### src/rtl/mccpu_ctrl.sv
// Multi-cycle MIPS control unit: IF/ID/EX/MEM/WB phase FSM, combinational
// datapath enables/selects, and a retired-instruction counter.
module mccpu_ctrl (
   input  logic        clk,
   input  logic        rstn,
   input  logic [5:0]  Op,
   input  logic [5:0]  Funct,
   input  logic        Zero,
   output logic        PCWrite,
   output logic        IRWrite,
   output logic        RegWrite,
   output logic        MemWrite,
   output logic        ALUSrcA,
   output logic        ALUSrcB,
   output logic        EXTOp,
   output logic [2:0]  ALUOp,
   output logic        WDSel,
   output logic        GPRSel,
   output logic [1:0]  NPCOp,
   output logic        illegal,
   output logic [31:0] instr_cnt
);

   typedef enum logic [2:0] {
      S_IF  = 3'd0,
      S_ID  = 3'd1,
      S_EX  = 3'd2,
      S_MEM = 3'd3,
      S_WB  = 3'd4
   } state_t;

   localparam logic [5:0] OP_R    = 6'b000000;
   localparam logic [5:0] OP_ADDI = 6'b001000;
   localparam logic [5:0] OP_ORI  = 6'b001101;
   localparam logic [5:0] OP_LW   = 6'b100011;
   localparam logic [5:0] OP_SW   = 6'b101011;
   localparam logic [5:0] OP_BEQ  = 6'b000100;
   localparam logic [5:0] OP_J    = 6'b000010;

   localparam logic [5:0] F_ADD  = 6'b100000;
   localparam logic [5:0] F_SUB  = 6'b100010;
   localparam logic [5:0] F_AND  = 6'b100100;
   localparam logic [5:0] F_OR   = 6'b100101;
   localparam logic [5:0] F_SLT  = 6'b101010;
   localparam logic [5:0] F_SLTU = 6'b101011;
   localparam logic [5:0] F_SLL  = 6'b000000;

   localparam logic [2:0] ALU_NOP  = 3'b000;
   localparam logic [2:0] ALU_ADD  = 3'b001;
   localparam logic [2:0] ALU_SUB  = 3'b010;
   localparam logic [2:0] ALU_AND  = 3'b011;
   localparam logic [2:0] ALU_OR   = 3'b100;
   localparam logic [2:0] ALU_SLT  = 3'b101;
   localparam logic [2:0] ALU_SLTU = 3'b110;
   localparam logic [2:0] ALU_SLL  = 3'b111;

   localparam logic [1:0] NPC_PLUS4  = 2'b00;
   localparam logic [1:0] NPC_BRANCH = 2'b01;
   localparam logic [1:0] NPC_JUMP   = 2'b10;

   state_t      state_q, state_d;
   logic [31:0] cnt_q, cnt_d;
   logic        retire;
   logic        r_legal;
   logic        op_legal;
   logic [2:0]  r_aluop;

   always_comb begin
      r_legal = 1'b1;
      r_aluop = ALU_NOP;
      case (Funct)
         F_ADD:   r_aluop = ALU_ADD;
         F_SUB:   r_aluop = ALU_SUB;
         F_AND:   r_aluop = ALU_AND;
         F_OR:    r_aluop = ALU_OR;
         F_SLT:   r_aluop = ALU_SLT;
         F_SLTU:  r_aluop = ALU_SLTU;
         F_SLL:   r_aluop = ALU_SLL;
         default: r_legal = 1'b0;
      endcase
   end

   always_comb begin
      case (Op)
         OP_R:                                         op_legal = r_legal;
         OP_ADDI, OP_ORI, OP_LW, OP_SW, OP_BEQ, OP_J: op_legal = 1'b1;
         default:                                      op_legal = 1'b0;
      endcase
   end

   always_comb begin
      state_d  = state_q;
      retire   = 1'b0;
      PCWrite  = 1'b0;
      IRWrite  = 1'b0;
      RegWrite = 1'b0;
      MemWrite = 1'b0;
      ALUSrcA  = 1'b0;
      ALUSrcB  = 1'b0;
      EXTOp    = 1'b0;
      ALUOp    = ALU_NOP;
      WDSel    = 1'b0;
      GPRSel   = 1'b0;
      NPCOp    = NPC_PLUS4;
      illegal  = 1'b0;
      case (state_q)
         S_IF: begin
            IRWrite = 1'b1;
            PCWrite = 1'b1;
            state_d = S_ID;
         end
         S_ID: begin
            if (!op_legal) begin
               illegal = 1'b1;
               state_d = S_IF;
            end else if (Op == OP_J) begin
               PCWrite = 1'b1;
               NPCOp   = NPC_JUMP;
               retire  = 1'b1;
               state_d = S_IF;
            end else begin
               state_d = S_EX;
            end
         end
         S_EX: begin
            case (Op)
               OP_R: begin
                  ALUOp   = r_aluop;
                  ALUSrcA = (Funct == F_SLL);
                  state_d = S_WB;
               end
               OP_ADDI: begin
                  ALUSrcB = 1'b1;
                  EXTOp   = 1'b1;
                  ALUOp   = ALU_ADD;
                  state_d = S_WB;
               end
               OP_ORI: begin
                  ALUSrcB = 1'b1;
                  ALUOp   = ALU_OR;
                  state_d = S_WB;
               end
               OP_LW, OP_SW: begin
                  ALUSrcB = 1'b1;
                  EXTOp   = 1'b1;
                  ALUOp   = ALU_ADD;
                  state_d = S_MEM;
               end
               OP_BEQ: begin
                  ALUOp   = ALU_SUB;
                  NPCOp   = NPC_BRANCH;
                  PCWrite = Zero;
                  retire  = 1'b1;
                  state_d = S_IF;
               end
               default: state_d = S_IF;
            endcase
         end
         S_MEM: begin
            if (Op == OP_SW) begin
               MemWrite = 1'b1;
               retire   = 1'b1;
               state_d  = S_IF;
            end else if (Op == OP_LW) begin
               state_d = S_WB;
            end else begin
               state_d = S_IF;
            end
         end
         S_WB: begin
            RegWrite = 1'b1;
            GPRSel   = (Op != OP_R);
            WDSel    = (Op == OP_LW);
            retire   = 1'b1;
            state_d  = S_IF;
         end
         default: state_d = S_IF;
      endcase
   end

   // Counter wraps naturally at 32 bits.
   always_comb begin
      cnt_d = retire ? cnt_q + 32'd1 : cnt_q;
   end

   always_ff @(posedge clk or negedge rstn) begin
      if (!rstn) begin
         state_q <= S_IF;
         cnt_q   <= 32'd0;
      end else begin
         state_q <= state_d;
         cnt_q   <= cnt_d;
      end
   end

   assign instr_cnt = cnt_q;

endmodule
### config.mk
export PLATFORM = sky130hd
export DESIGN_NAME = mccpu_ctrl
export DESIGN_NICKNAME = d
export VERILOG_FILES = /design/src/rtl/mccpu_ctrl.sv
export SDC_FILE = /design/constraint.sdc
export NUM_CORES = 1
export LEC_CHECK = 0
export ABC_CLOCK_PERIOD_IN_PS = 2800
export CORE_ASPECT_RATIO = 0.8
export CORE_UTILIZATION = 48
export DETAILED_ROUTE_END_ITERATION = 7
export GPL_TIMING_DRIVEN = 0
export PLACE_DENSITY = 0.77
export SLEW_MARGIN = 10
export SYNTH_ARGS = -nofsm -noshare
export SYNTH_HDL_FRONTEND = slang
export SYNTH_SLANG_ARGS = --single-unit
export TNS_END_PERCENT = 30
### constraint.sdc
create_clock -name clk -period 2.8 [get_ports clk]
set_input_delay 0.56 -clock clk [delete_from_list [all_inputs] [get_ports clk]]
set_output_delay 0.56 -clock clk [all_outputs]
set_load 0.02 [all_outputs]
==> PnR_summary.wiki <==
{| class="wikitable"
! Metric !! Value
|-
| Status || finished clean
|-
| Share of Yosys cell area claimed by the top area cell type || 0.401
|-
| Share of post-route cells with drive strength above 1 || 0.122
|-
| Number of violations reported at the end of detailed-routing iteration 0 || 155
|-
| Critical path data required time || 2.24 ns
|-
| Vias in the first global route || 1911
|-
| Layout filler cell count || 350
|-
| Post-route non-filler standard cell count || 351
|-
| Actual transition at the worst max-transition pin || 0.768 ns
|-
| Post-DP Area || 2820 um2
|-
| HPWL Detailed || 4050 um
|-
| Unrepaired setup endpoints after global routing || true
|-
| WL final || 5650 um
|-
| Bufs on Longest Clock Path || 2
|-
| Most frequent cells after synthesis || dfrtp_1 (35), xnor2_1 (32), o2111ai_1 (16)
|-
| Top flip-flop cell by instance count after synthesis || dfrtp_1
|-
| Fraction of the cycle the final worst path needs || 0.992
|-
| Timing-limited maximum frequency || 360 MHz
|-
| Ant diodes || 0
|-
| Number of optimization iterations in the first detailed-route pass || 4
|-
| Proportion of synthesized chip area in sequential cells || 0.401
|-
| Final count of negative-setup-slack endpoints || 0
|-
| Maximum number of pins on one net before global-route repair || 36
|-
| Total global routing overflow || 0
|-
| Average detailed-routed wire length per instance || 16.1 um
|-
| Max rail drop VDD || 0.283 mV
|-
| Category of the worst setup path launch point || flip-flop
|-
| Max-Slew Margin vs Limit || 0.488
|-
| Number of remaining DRC errors || 0
|-
| Critical path fanouts, max || 8
|-
| Per-cell via count in the routed design || 6.06
|-
| Number of antenna violations at the first check in global routing || 0
|-
| Design Area, Final || 2930 um2
|-
| Worst Hold Slack || 0.346 ns
|-
| Most common cell in the synthesized netlist || dfrtp_1
|-
| Area of the die || 4830 um2
|-
| # clock sinks || 35
|-
| Sum of negative setup slack || 0 ns
|-
| IO Port Bufs || 56
|-
| Global-route wire length before repair || 9280 um
|-
| Remaining number of nets flagged by the antenna check after routing || 0
|-
| Cell variety after synth || 43
|-
| TritonCTS clock tree || built
|-
| Clock skew after layout || 0.00802 ns
|-
| Post-synthesis register bit count || 35
|-
| Clock period minus final worst setup slack || 2.78 ns
|-
| Fin. max-slew vios || 0
|-
| Sort of element at the end of the critical path || primary output
|-
| Synth async-reset ratio || 1.00
|-
| Total number of placement rows || 21
|-
| Number of maximum-capacitance constraint violations || 0
|-
| Mean Syn Cell Area || 9.55 um2
|-
| Floorplan core area || 4280 um2
|-
| Buffer type at the clock tree root || clkbuf_8
|-
| Total number of yosys warnings || 0
|-
| Net Count, Synth || 245
|-
| X dimension of the die || 77.4 um
|-
| Detailed-route via count || 2128
|-
| Number of buffers created by CTS || 5
|-
| Post-synth EDFFs || 0
|-
| Ratio of total power to cell area || 433 nW/um2
|-
| Global routing usage summed across all routing layers || 0.243
|-
| Clk_lat worst skew || 0.29 ns
|-
| Classification of the worst-slack hold path || input pin to async pin
|-
| Final-stage net count || 309
|-
| Largest area contributor in the netlist || dfrtp_1
|-
| Clock slew seen by the registers of the worst setup and hold paths || 0.07 ns
|-
| Max H-tree Level || 2
|-
| Data arrival time of the worst path || 2.22 ns
|-
| Post-synthesis instance area || 2190 um2
|-
| Number of instances in the synthesized netlist || 229
|-
| Layout area overhead || 34.2%
|-
| Main area contributors after synthesis || dfrtp_1 (40%), xnor2_1 (13%), o2111ai_1 (6.4%)
|-
| Number of endpoints with negative hold slack in the final report || 0
|-
| Total leakage power || 0.00115 uW
|-
| Final RePlAce weighted congestion || 0.836
|-
| Ports || 62
|-
| CP Class || flip-flop to primary output
|-
| Height of the die || 62.4 um
|-
| Starting density of the core || 0.510
|-
| Post-Place Cells || 342
|-
| Hold bufs inserted after CTS || 0
|-
| Final Power || 1270 uW
|}
## placed cells by master (no fill, tap or decap), types with 4 or more instances in the layout
| cell type | synthesis | routed |
|---|---|---|
| clkdlybuf4s50_1 | 0 | 43 |
| dfrtp_1 | 35 | 34 |
| xnor2_1 | 32 | 32 |
| o2111ai_1 | 16 | 16 |
| nor2_1 | 14 | 14 |
| and3_1 | 14 | 14 |
| o211ai_1 | 13 | 13 |
| clkbuf_1 | 9 | 10 |
| nand3_1 | 9 | 9 |
| o21ai_0 | 8 | 7 |
| nand2_1 | 7 | 6 |
| nor3_1 | 7 | 6 |
| inv_1 | 5 | 5 |
| a21oi_1 | 5 | 5 |
| and2_1 | 5 | 5 |
| clkbuf_8 | 0 | 5 |
| buf_6 | 3 | 4 |
| buf_2 | 1 | 4 |
| nand4_1 | 4 | 4 |
| and4_1 | 4 | 4 |
| dlygate4sd2_1 | 0 | 4 |
## layout make-up
cell class,count,area (um2),share of cell area
plain buffers,15,91.3,0.0311
clock buffers,7,76.3,0.0260
flip-flops and latches,35,877,0.299
multi-input cells,174,1250,0.428
repair buffers,57,538,0.183
well taps,57,71.3,0.0243
inverters,5,18.8,0.00640
clock inverters,1,5.00,0.00171
## critical path, stage by stage, from the launching register on
cell             delay, ns
dfrtp_2               0.48
nor2_1                0.19
nand2_2               0.15
or4_1                 0.50
o32ai_1               0.31
clkdlybuf4s15_2       0.30
## metal layers
layer	vias to the layer above	share of wire	global-route usage
met1	1056	0.50	0.378
met2	76	0.43	0.332
met4	0	0.011	0.0802
met5	-	0	0
met3	6	0.068	0.0500
li1	990	-	-
## repair_timing
item                                    4_1_cts  5_1_grt
gates resized for setup                      37       10
endpoints found under the setup margin       12        7
buffers inserted                              1        0
pin swaps                                     2        3
hold endpoints to repair                      0        0
## report_power, final
part / total (uW) / internal, uW / switching [uW]
Clock: 350 / 174 / 176
Combinational: 350 / 131 / 218
Sequential: 569 / 529 / 39.9
Total: 1270 / 835 / 434
## registers in the layout, indices dropped and copies added (netlist names)
register and cells:
state_q 3, instr_cnt 32
## kinds of logic (layout without fill, tap and decap cells)
| family | count (synthesis) | in the layout | synth area share |
|---|---|---|---|
| mux | 1 | 1 | 0.00515 |
| compound gates | 55 | 55 | 0.187 |
| simple gates | 83 | 83 | 0.218 |
| flops | 35 | 35 | 0.401 |
| buf+inv | 20 | 85 | 0.0469 |
| xor+xnor | 34 | 34 | 0.136 |
| fa+ha+maj | 1 | 1 | 0.00572 |
## per-stage QoR
step	utilization	setup slack, ns
after floorplan	-	0.0499
after global placement	0.659	-0.846
after detailed placement	0.658	-0.906
after CTS	0.685	-0.0547
after global routing	0.685	-0.0711
final	0.685	0.0236
## path summary, 6_finish.rpt
path	start	endpoint	slack (ns)	depth (start not counted)
max	state_q[2]	ALUSrcB	0.02	5
min	rstn	instr_cnt[6]	0.35	1
max reg2reg	state_q[2]	instr_cnt[6]	0.59	6
min reg2reg	instr_cnt[31]	instr_cnt[31]	0.48	1
max in group asynchronous	rstn	state_q[2]	1.92	1
min in group clk	instr_cnt[31]	instr_cnt[31]	0.48	1
Power figures use the tool's default switching activity.
